$ cat src/rtl/control_seq.sv
// Multi-cycle RV32 control sequencer: beat-wise fetch and load/store, single-cycle
// decode, bus timeout, illegal-opcode trap and debug halt/step/resume.
module control_seq #(
    parameter int BUS_WIDTH   = 32,
    parameter int MEM_TIMEOUT = 15,
    localparam int BEATS = 32 / BUS_WIDTH,
    localparam int BW    = (BEATS > 1) ? $clog2(BEATS) : 1
) (
    input  logic          clk,
    input  logic          rst,
    input  logic [4:0]    opcode,
    input  logic [2:0]    f3,
    input  logic          mem_complete,
    input  logic          exception,
    input  logic          halt_req,
    input  logic          resume_req,
    input  logic          step_req,
    output logic          write_ir,
    output logic          write_pc,
    output logic          write_pc_ex,
    output logic          write_rd,
    output logic          write_csr,
    output logic          mem_read,
    output logic          mem_write,
    output logic          load_op,
    output logic          addr_sel,
    output logic [1:0]    rd_sel,
    output logic [1:0]    alu_insel1,
    output logic [1:0]    alu_insel2,
    output logic [BW-1:0] beat_idx,
    output logic          halted,
    output logic          bus_timeout,
    output logic          illegal_op
);

    localparam int TW = (MEM_TIMEOUT > 0) ? $clog2(MEM_TIMEOUT + 1) : 1;
    localparam logic [TW-1:0] TMO_LIMIT = TW'(MEM_TIMEOUT);
    localparam logic [BW-1:0] LAST_BEAT = BW'(BEATS - 1);

    localparam logic [4:0] OPC_LOAD     = 5'b00000;
    localparam logic [4:0] OPC_MISC_MEM = 5'b00011;
    localparam logic [4:0] OPC_OP_IMM   = 5'b00100;
    localparam logic [4:0] OPC_AUIPC    = 5'b00101;
    localparam logic [4:0] OPC_STORE    = 5'b01000;
    localparam logic [4:0] OPC_OP       = 5'b01100;
    localparam logic [4:0] OPC_LUI      = 5'b01101;
    localparam logic [4:0] OPC_BRANCH   = 5'b11000;
    localparam logic [4:0] OPC_JALR     = 5'b11001;
    localparam logic [4:0] OPC_JAL      = 5'b11011;
    localparam logic [4:0] OPC_SYSTEM   = 5'b11100;

    localparam logic       ADDR_PC  = 1'b0;
    localparam logic       ADDR_ALU = 1'b1;
    localparam logic [1:0] RD_ALU   = 2'd0;
    localparam logic [1:0] RD_MEM   = 2'd1;
    localparam logic [1:0] RD_CSR   = 2'd2;
    localparam logic [1:0] IN1_RS   = 2'd0;
    localparam logic [1:0] IN1_PC   = 2'd1;
    localparam logic [1:0] IN1_ZR   = 2'd2;
    localparam logic [1:0] IN2_RS   = 2'd0;
    localparam logic [1:0] IN2_IM   = 2'd1;
    localparam logic [1:0] IN2_IS   = 2'd2;

    typedef enum logic [2:0] {
        FETCH, DISPATCH, MEM, LOAD_WB, STORE_DONE, HALTED
    } state_t;

    state_t        state, next_state;
    logic [TW-1:0] tmo_cnt;
    logic          halt_pend;
    logic          step_arm;
    logic          is_store;
    logic          write_pc_ne;
    logic          boundary;
    logic          beat_adv;
    logic          exc;

    // Memory handshake: mem_read/mem_write hold the request for the current beat;
    // mem_complete ends that beat and is consumed only in FETCH or MEM.
    always_comb begin
        next_state  = state;
        write_ir    = 1'b0;
        write_pc_ne = 1'b0;
        write_pc_ex = 1'b0;
        write_rd    = 1'b0;
        write_csr   = 1'b0;
        mem_read    = 1'b0;
        mem_write   = 1'b0;
        load_op     = 1'b0;
        addr_sel    = ADDR_PC;
        rd_sel      = RD_ALU;
        alu_insel1  = IN1_RS;
        alu_insel2  = IN2_RS;
        halted      = 1'b0;
        bus_timeout = 1'b0;
        illegal_op  = 1'b0;
        boundary    = 1'b0;
        beat_adv    = 1'b0;
        exc         = 1'b0;
        if (rst) begin
            mem_read = 1'b1;
        end else begin
            beat_adv = mem_complete && (state == FETCH || state == MEM);
            if (MEM_TIMEOUT != 0)
                bus_timeout = (state == FETCH || state == MEM) && !mem_complete &&
                              (tmo_cnt == TMO_LIMIT);
            case (state)
                FETCH: begin
                    mem_read = 1'b1;
                    addr_sel = ADDR_PC;
                    if (mem_complete && beat_idx == LAST_BEAT) begin
                        write_ir   = 1'b1;
                        next_state = DISPATCH;
                    end
                end
                DISPATCH: begin
                    case (opcode)
                        OPC_LUI, OPC_AUIPC, OPC_JAL, OPC_JALR, OPC_OP_IMM, OPC_OP: begin
                            write_rd    = 1'b1;
                            write_pc_ne = 1'b1;
                            boundary    = 1'b1;
                            case (opcode)
                                OPC_LUI:    begin alu_insel1 = IN1_ZR; alu_insel2 = IN2_IM; end
                                OPC_AUIPC:  begin alu_insel1 = IN1_PC; alu_insel2 = IN2_IM; end
                                OPC_OP_IMM: begin alu_insel1 = IN1_RS; alu_insel2 = IN2_IM; end
                                OPC_OP:     begin alu_insel1 = IN1_RS; alu_insel2 = IN2_RS; end
                                default:    begin alu_insel1 = IN1_PC; alu_insel2 = IN2_IS; end
                            endcase
                        end
                        OPC_BRANCH, OPC_MISC_MEM: begin
                            write_pc_ne = 1'b1;
                            boundary    = 1'b1;
                        end
                        OPC_SYSTEM: begin
                            write_pc_ne = 1'b1;
                            boundary    = 1'b1;
                            if (f3 != 3'd0) begin
                                rd_sel    = RD_CSR;
                                write_rd  = 1'b1;
                                write_csr = 1'b1;
                            end
                        end
                        OPC_LOAD, OPC_STORE: next_state = MEM;
                        default:             illegal_op = 1'b1;
                    endcase
                end
                MEM: begin
                    addr_sel   = ADDR_ALU;
                    alu_insel1 = IN1_RS;
                    alu_insel2 = IN2_IM;
                    if (is_store) mem_write = 1'b1;
                    else          mem_read  = 1'b1;
                    if (mem_complete && beat_idx == LAST_BEAT)
                        next_state = is_store ? STORE_DONE : LOAD_WB;
                end
                LOAD_WB: begin
                    load_op     = 1'b1;
                    rd_sel      = RD_MEM;
                    write_rd    = 1'b1;
                    write_pc_ne = 1'b1;
                    boundary    = 1'b1;
                end
                STORE_DONE: begin
                    write_pc_ne = 1'b1;
                    boundary    = 1'b1;
                end
                HALTED: begin
                    halted = 1'b1;
                    if (resume_req || step_req) next_state = FETCH;
                end
                default: next_state = FETCH;
            endcase
            // A trap squashes architectural writes and redirects; it is also an
            // instruction boundary, so a pending halt or step is honoured here.
            exc = (state != HALTED) && (exception || illegal_op || bus_timeout);
            if (exc) begin
                write_rd    = 1'b0;
                write_csr   = 1'b0;
                mem_write   = 1'b0;
                write_pc_ex = 1'b1;
                boundary    = 1'b1;
            end
            if (boundary)
                next_state = (halt_pend || halt_req || step_arm) ? HALTED : FETCH;
        end
        write_pc = write_pc_ne | write_pc_ex;
    end

    always_ff @(posedge clk) begin
        if (rst) begin
            state     <= FETCH;
            beat_idx  <= '0;
            tmo_cnt   <= '0;
            halt_pend <= 1'b0;
            step_arm  <= 1'b0;
            is_store  <= 1'b0;
        end else begin
            state <= next_state;

            if (exc || next_state != state) beat_idx <= '0;
            else if (beat_adv)              beat_idx <= beat_idx + BW'(1);

            if (exc || beat_adv || next_state != state)
                tmo_cnt <= '0;
            else if (MEM_TIMEOUT != 0 && (state == FETCH || state == MEM))
                tmo_cnt <= tmo_cnt + TW'(1);

            if (next_state == HALTED)                 halt_pend <= 1'b0;
            else if (state != HALTED && halt_req)     halt_pend <= 1'b1;

            // Step leaves HALTED with a re-halt armed for the next boundary.
            if (state == HALTED && step_req && !resume_req) step_arm <= 1'b1;
            else if (next_state == HALTED)                  step_arm <= 1'b0;

            if (state == DISPATCH) is_store <= (opcode == OPC_STORE);
        end
    end

endmodule

$ cat config.mk
export PLATFORM = sky130hd
export DESIGN_NAME = control_seq
export DESIGN_NICKNAME = d
export VERILOG_FILES = /design/src/rtl/control_seq.sv
export SDC_FILE = /design/constraint.sdc
export NUM_CORES = 1
export LEC_CHECK = 0
export CORE_MARGIN = 1
export CORE_UTILIZATION = 46
export DETAILED_ROUTE_END_ITERATION = 10
export GPL_TIMING_DRIVEN = 0
export PLACE_DENSITY = 0.79
export SYNTH_ARGS = -nofsm -noshare
export SYNTH_HDL_FRONTEND = slang
export SYNTH_SLANG_ARGS = --single-unit
$ cat constraint.sdc
create_clock -name clk -period 2.6 [get_ports clk]
set_clock_uncertainty 0.05 [all_clocks]
set_input_delay 0.52 -clock clk [delete_from_list [all_inputs] [get_ports clk]]
set_output_delay 0.52 -clock clk [all_outputs]
set_load 0.01 [all_outputs]
# Word-level counts from Yosys, hierarchy flattened
# Cells that the tools add are included.
# classes
n_addsub,2
mux,63
n_eq_ne,19
n_reduce_logical,33
bitwise,2
# ops
op,n
$mux 1,38
$mux 3,8
$eq 5x5->1 const B,4
$mux 2,8
$pmux 2 s2,4
$eq 5x4->1 const B,3
$pmux 3 s5,1
$reduce_or 2->1,6
$reduce_or 11->1,1
$eq 5x3->1 const B,2
$eq 3x3->1 const B,3
$logic_or 1x1->1,9
$reduce_or 9->1,1
$logic_and 1x1->1,8
$pmux 1 s2,4
$eq 3x2->1 const B,2
$reduce_or 6->1,1
$eq 5x2->1 const B,1
$logic_not 5->1,1
$add 4x1->4 const B,1
$eq 4x4->1 const B,1
$eq 3x1->1 const B,1
$logic_not 3->1,1
$ne 3x3->1,1
other kinds (8),9
# totals
ff_bits,11
in_bits,15
output_inout_bits,19

# Longest topological paths before layout
# depth
depth_word,15
mapped_depth,8

# Worst setup path before layout
# No wires, ideal clock.
# synth_timing
path_type,input -> output
from,in opcode[3]
to,out write_rd
stages,6
n_path_buf,1
required_ns,2.030
slack_ns,0.110
arrival_time_ns,1.920
path_cell_list,buf_6 or3b_1 a21oi_2 o41ai_4 o21a_1 nor4_1
# synth_via
elab_chain_len,10
# synth_rtl
item,line_no,rtl
"start, declared",11,"input logic [4:0] opcode,"
"$eq 5x4->1, or another cell as far along",117,case (opcode)
$reduce_or 11->1 (no line),--,
$mux 1,117,
$mux 1,107,case (state)
$mux 1,100,if (rst) begin
$logic_or 1x1->1 (2 in series),175,exc = (state != HALTED) && (exception || illegal_op || bus_timeout);
$logic_and 1x1->1,175,
$mux 1 (*),176,if (exc) begin
$mux 1 (*),100,
"end, declared",21,"output logic write_rd,"
# Every way passes the cells marked *; elsewhere a longest branch is shown, timed or not. The select of a mux whose other input is x is not followed.

# Final worst setup path
# layout_timing
from,reg state[2]
to,out alu_insel2[0]
# layout_via
elab_chain_len,3
# layout_rtl
item,line_no,rtl
"start, declared",68,"state_t state, next_state;"
"start signal, assigned",198,state <= next_state;
$eq 3x2->1 or $eq 3x1->1 (tied branches),107,
$pmux 2 s2 (*),107,
$mux 2 (*),100,
"end, declared",29,"output logic [1:0] alu_insel2,"
# Every way passes the cells marked *; elsewhere a longest branch is shown, timed or not.

==> flow_summary.toml <==
[timing]
maxSlewViolCount = 0
finalSetupViolCount = 1
fmaxAchievable_mhz = 383
worst_slack_ps = -10.4
fin_crit_sh = 1.00
rsz0062_at_grt = "true"
period_needed_ps = 2610
finalHoldViolCount = 0
tightest_slew_ps = 635
slew_headroom = 0.573
hold_ws_ps = 443

[route]
drc = 0
detail_route.iter0.violations = 67
vias = 1404
routedWlPerCell_um = 16.7
antenna_left = 0
vias_per_cell = 6.27
dr.pass1.iters = 4
totalWireLength_mm = 3.75

[critical_path]
path_cells = "clkbuf_4 -> clkinvlp_4 -> nand2_4 -> nor3_4 -> a31o_2 -> clkdlybuf4s50_1"
cp_max_fo = 10
critPathKind = "flip-flop to output port"
crit_family = "buffers and inverters"
end_kind = "output port"
crit_arrival_ps = 2040
required_ps = 2030
slowest_stage = "clkdlybuf4s50_1"
max_stage_delay_ps = 530
crit_path_start_kind = "flip-flop"
crit_buf_inv = 3

[floorplanning]
die_y_um = 50.2
io_pins = 34
start_util = 0.484
rows = 17
coreArea_sq_um = 2210
die-width_um = 50.2
die-area_sq_um = 2520

[power_and_ir_drop]
seqPwrFrac = 0.283
p_comb_frac = 0.530
p_int_mw = 0.379
p_leak_nw = 0.700
powerDensity_nw_per_um2 = 407
pwr-share-clk = 0.187
peakVddDrop_v = 0.000309
power.net_switching_mw = 0.285
p_sw_frac = 0.430

[run_status]
status = "finished with violations"
violations = "setup timing"

[logic_synthesis]
yosysSeqAreaShare = 0.206
async_flop_share = 0
synth_cell_type_count = 50
yosys_register_bits = 11
synth.avg_cell_area_sq_um = 7.04
yosysTopAreaCell = "dfxtp_1"
synth_top_area_frac = 0.206
synth.area.top_cells = "dfxtp_1, nor3_1, nor2_1"
synthCells = 152
synth_edf_count = 0
yosys_warnings = 0
synthFlopType = "dfxtp_1"
synth_nets = 168
netlist_area_sq_um = 1070

[global_route]
overflow = 0
grt_max_degree = 11
first_global_vias = 1226
antenna_found_initial = 0
grt_pass1_wl_mm = 5.32
grt_usage = 0.276

[cts]
path_clk_slew_ps = 70
cts_max_level = 1
insertion_delay_ps = 280
cts_hold_buf = 0
cts_tree = "done"
numCtsBuffers = 3
cts.sinks = 11
cts-root-buf = "clkbuf_4"
clockBufferDepth = 2

[finish]
utilization = 0.739
nFillCells = 168
n_antenna_cell = 0
drive_above_1_share = 0.291
synthToLayoutAreaGrowth_pct = 52.7
fin_nets = 213
fin_area_sq_um = 1630

[job]
drv_cap = 0

[place]
place_area_sq_um = 1430
gp_congestion = 0.890
dp_hpwl_mm = 2.40
io_buffers = 32

[min_path]
hold_class = "flip-flop to flip-flop"
==> cells in the mapped netlist (all sizes together), types with 2 or more instances <==
cell type and number:
a211oi 7, a21oi 12, a22oi 2, and2 2, and3 4, buf 2, clkbuf 5, dfxtp 11
inv 4, nand2 8, nand2b 4, nand3 3, nand4 2, nor2 19, nor2b 2, nor3 18
nor3b 2, nor4 4, o21a 2, o21ai 14, or3 4
==> metrics by stage <==
stage,instances,setup slack [ps],TNS (ps),power [mW]
finish,224,-10.4,-10.4,0.664
global route,224,-77.6,-362,0.693
CTS,220,-89.5,-250,0.615
detailed placement,212,-916,-10130,0.465
global placement,212,-888,-9670,0.458
floorplan,152,110,0,0.373
==> cell usage in the layout, fill, tap and decap left out, types with 2 or more instances in the layout <==
master	count
nand3_1	2
clkdlybuf4s50_1	15
clkbuf_2	2
clkbuf_4	4
buf_2	9
nand2b_4	2
dfxtp_1	11
dlymetal6s2s_1	6
nor3_4	2
nor3_1	14
a21oi_1	8
nor2_2	2
nor3_2	2
a211oi_1	6
o21ai_1	2
buf_4	9
and2_1	2
a22oi_1	2
a21oi_2	3
nand4_1	2
nor2b_1	2
o21ai_0	11
nor4_1	2
nand2b_1	2
or3_1	3
buf_6	2
nand2_1	7
inv_1	4
nor2_1	17
and3_1	3
==> registers in the layout (all words and copies together), names as in the netlist <==
| register | cells |
|---|---|
| halt_pend | 1 |
| tmo_cnt | 4 |
| step_arm | 1 |
| is_store | 1 |
| state | 3 |
| beat_idx | 1 |
==> worst paths after layout <==
kind	startpoint	endpoint	slack [ps]	depth (start not counted)
worst min register to register	step_arm$_SDFFE_PP0P_	step_arm$_SDFFE_PP0P_	440	2
worst max register to register	state[2]$_SDFF_PP0_	tmo_cnt[1]$_SDFFE_PP0N_	120	9
worst max-delay path	state[2]$_SDFF_PP0_	alu_insel2[0]	-10	6
worst min-delay path	step_arm$_SDFFE_PP0P_	step_arm$_SDFFE_PP0P_	440	2
==> power by group through the flow <==
stage	sequential, mW	combinational [mW]	clock, mW
final	0.188	0.352	0.124
after global routing	0.189	0.375	0.130
after CTS	0.187	0.302	0.125
after detailed placement	0.190	0.276	0
after global placement	0.189	0.269	0
after floorplan	0.187	0.186	0
==> what timing repair did <==
item	in CTS	in global routing
gates cloned	1	0
resized for setup	49	38
setup buffers	4	5
endpoints found under the setup margin	23	22
pin swaps	6	6
==> cell families after synthesis <==
logic type | after synthesis | share of synthesized area
AND/OR/NAND/NOR | 76 | 0.374
buffers and inverters | 12 | 0.0503
flip-flops | 11 | 0.206
adder cells (fa/ha/maj) | 1 | 0.0117
AO/OA/AOI/OAI | 50 | 0.340
XOR/XNOR | 1 | 0.00819
multiplexers | 1 | 0.00936
==> worst reg2reg max path, cell delays in order (launching register included) <==
cell	delay [ps]
dfxtp_1	310
clkbuf_4	190
clkinvlp_4	150
nand2_4	130
o41ai_4	320
buf_4	180
o21ai_2	80
a2111oi_0	560
a211oi_2	180
a211oi_1	240
==> area by class of cell <==
type,instances,area [sq um],share of cell area
flip-flops and latches,11,220,0.135
inverters,5,22.5,0.0138
repair buffers,40,353,0.216
well taps,28,35.0,0.0214
multi-input cells,130,936,0.573
clock buffers,3,22.5,0.0138
clock inverters,1,5.00,0.00306
plain buffers,6,40.0,0.0245
==> layer usage <==
metal | wire length (um) | track usage
met1 | 1510 | 0.343
met2 | 1830 | 0.462
met3 | 285 | 0.0515
met4 | 119 | 0.114
met5 | 0 | 0
(Power assumes the default switching activity.)
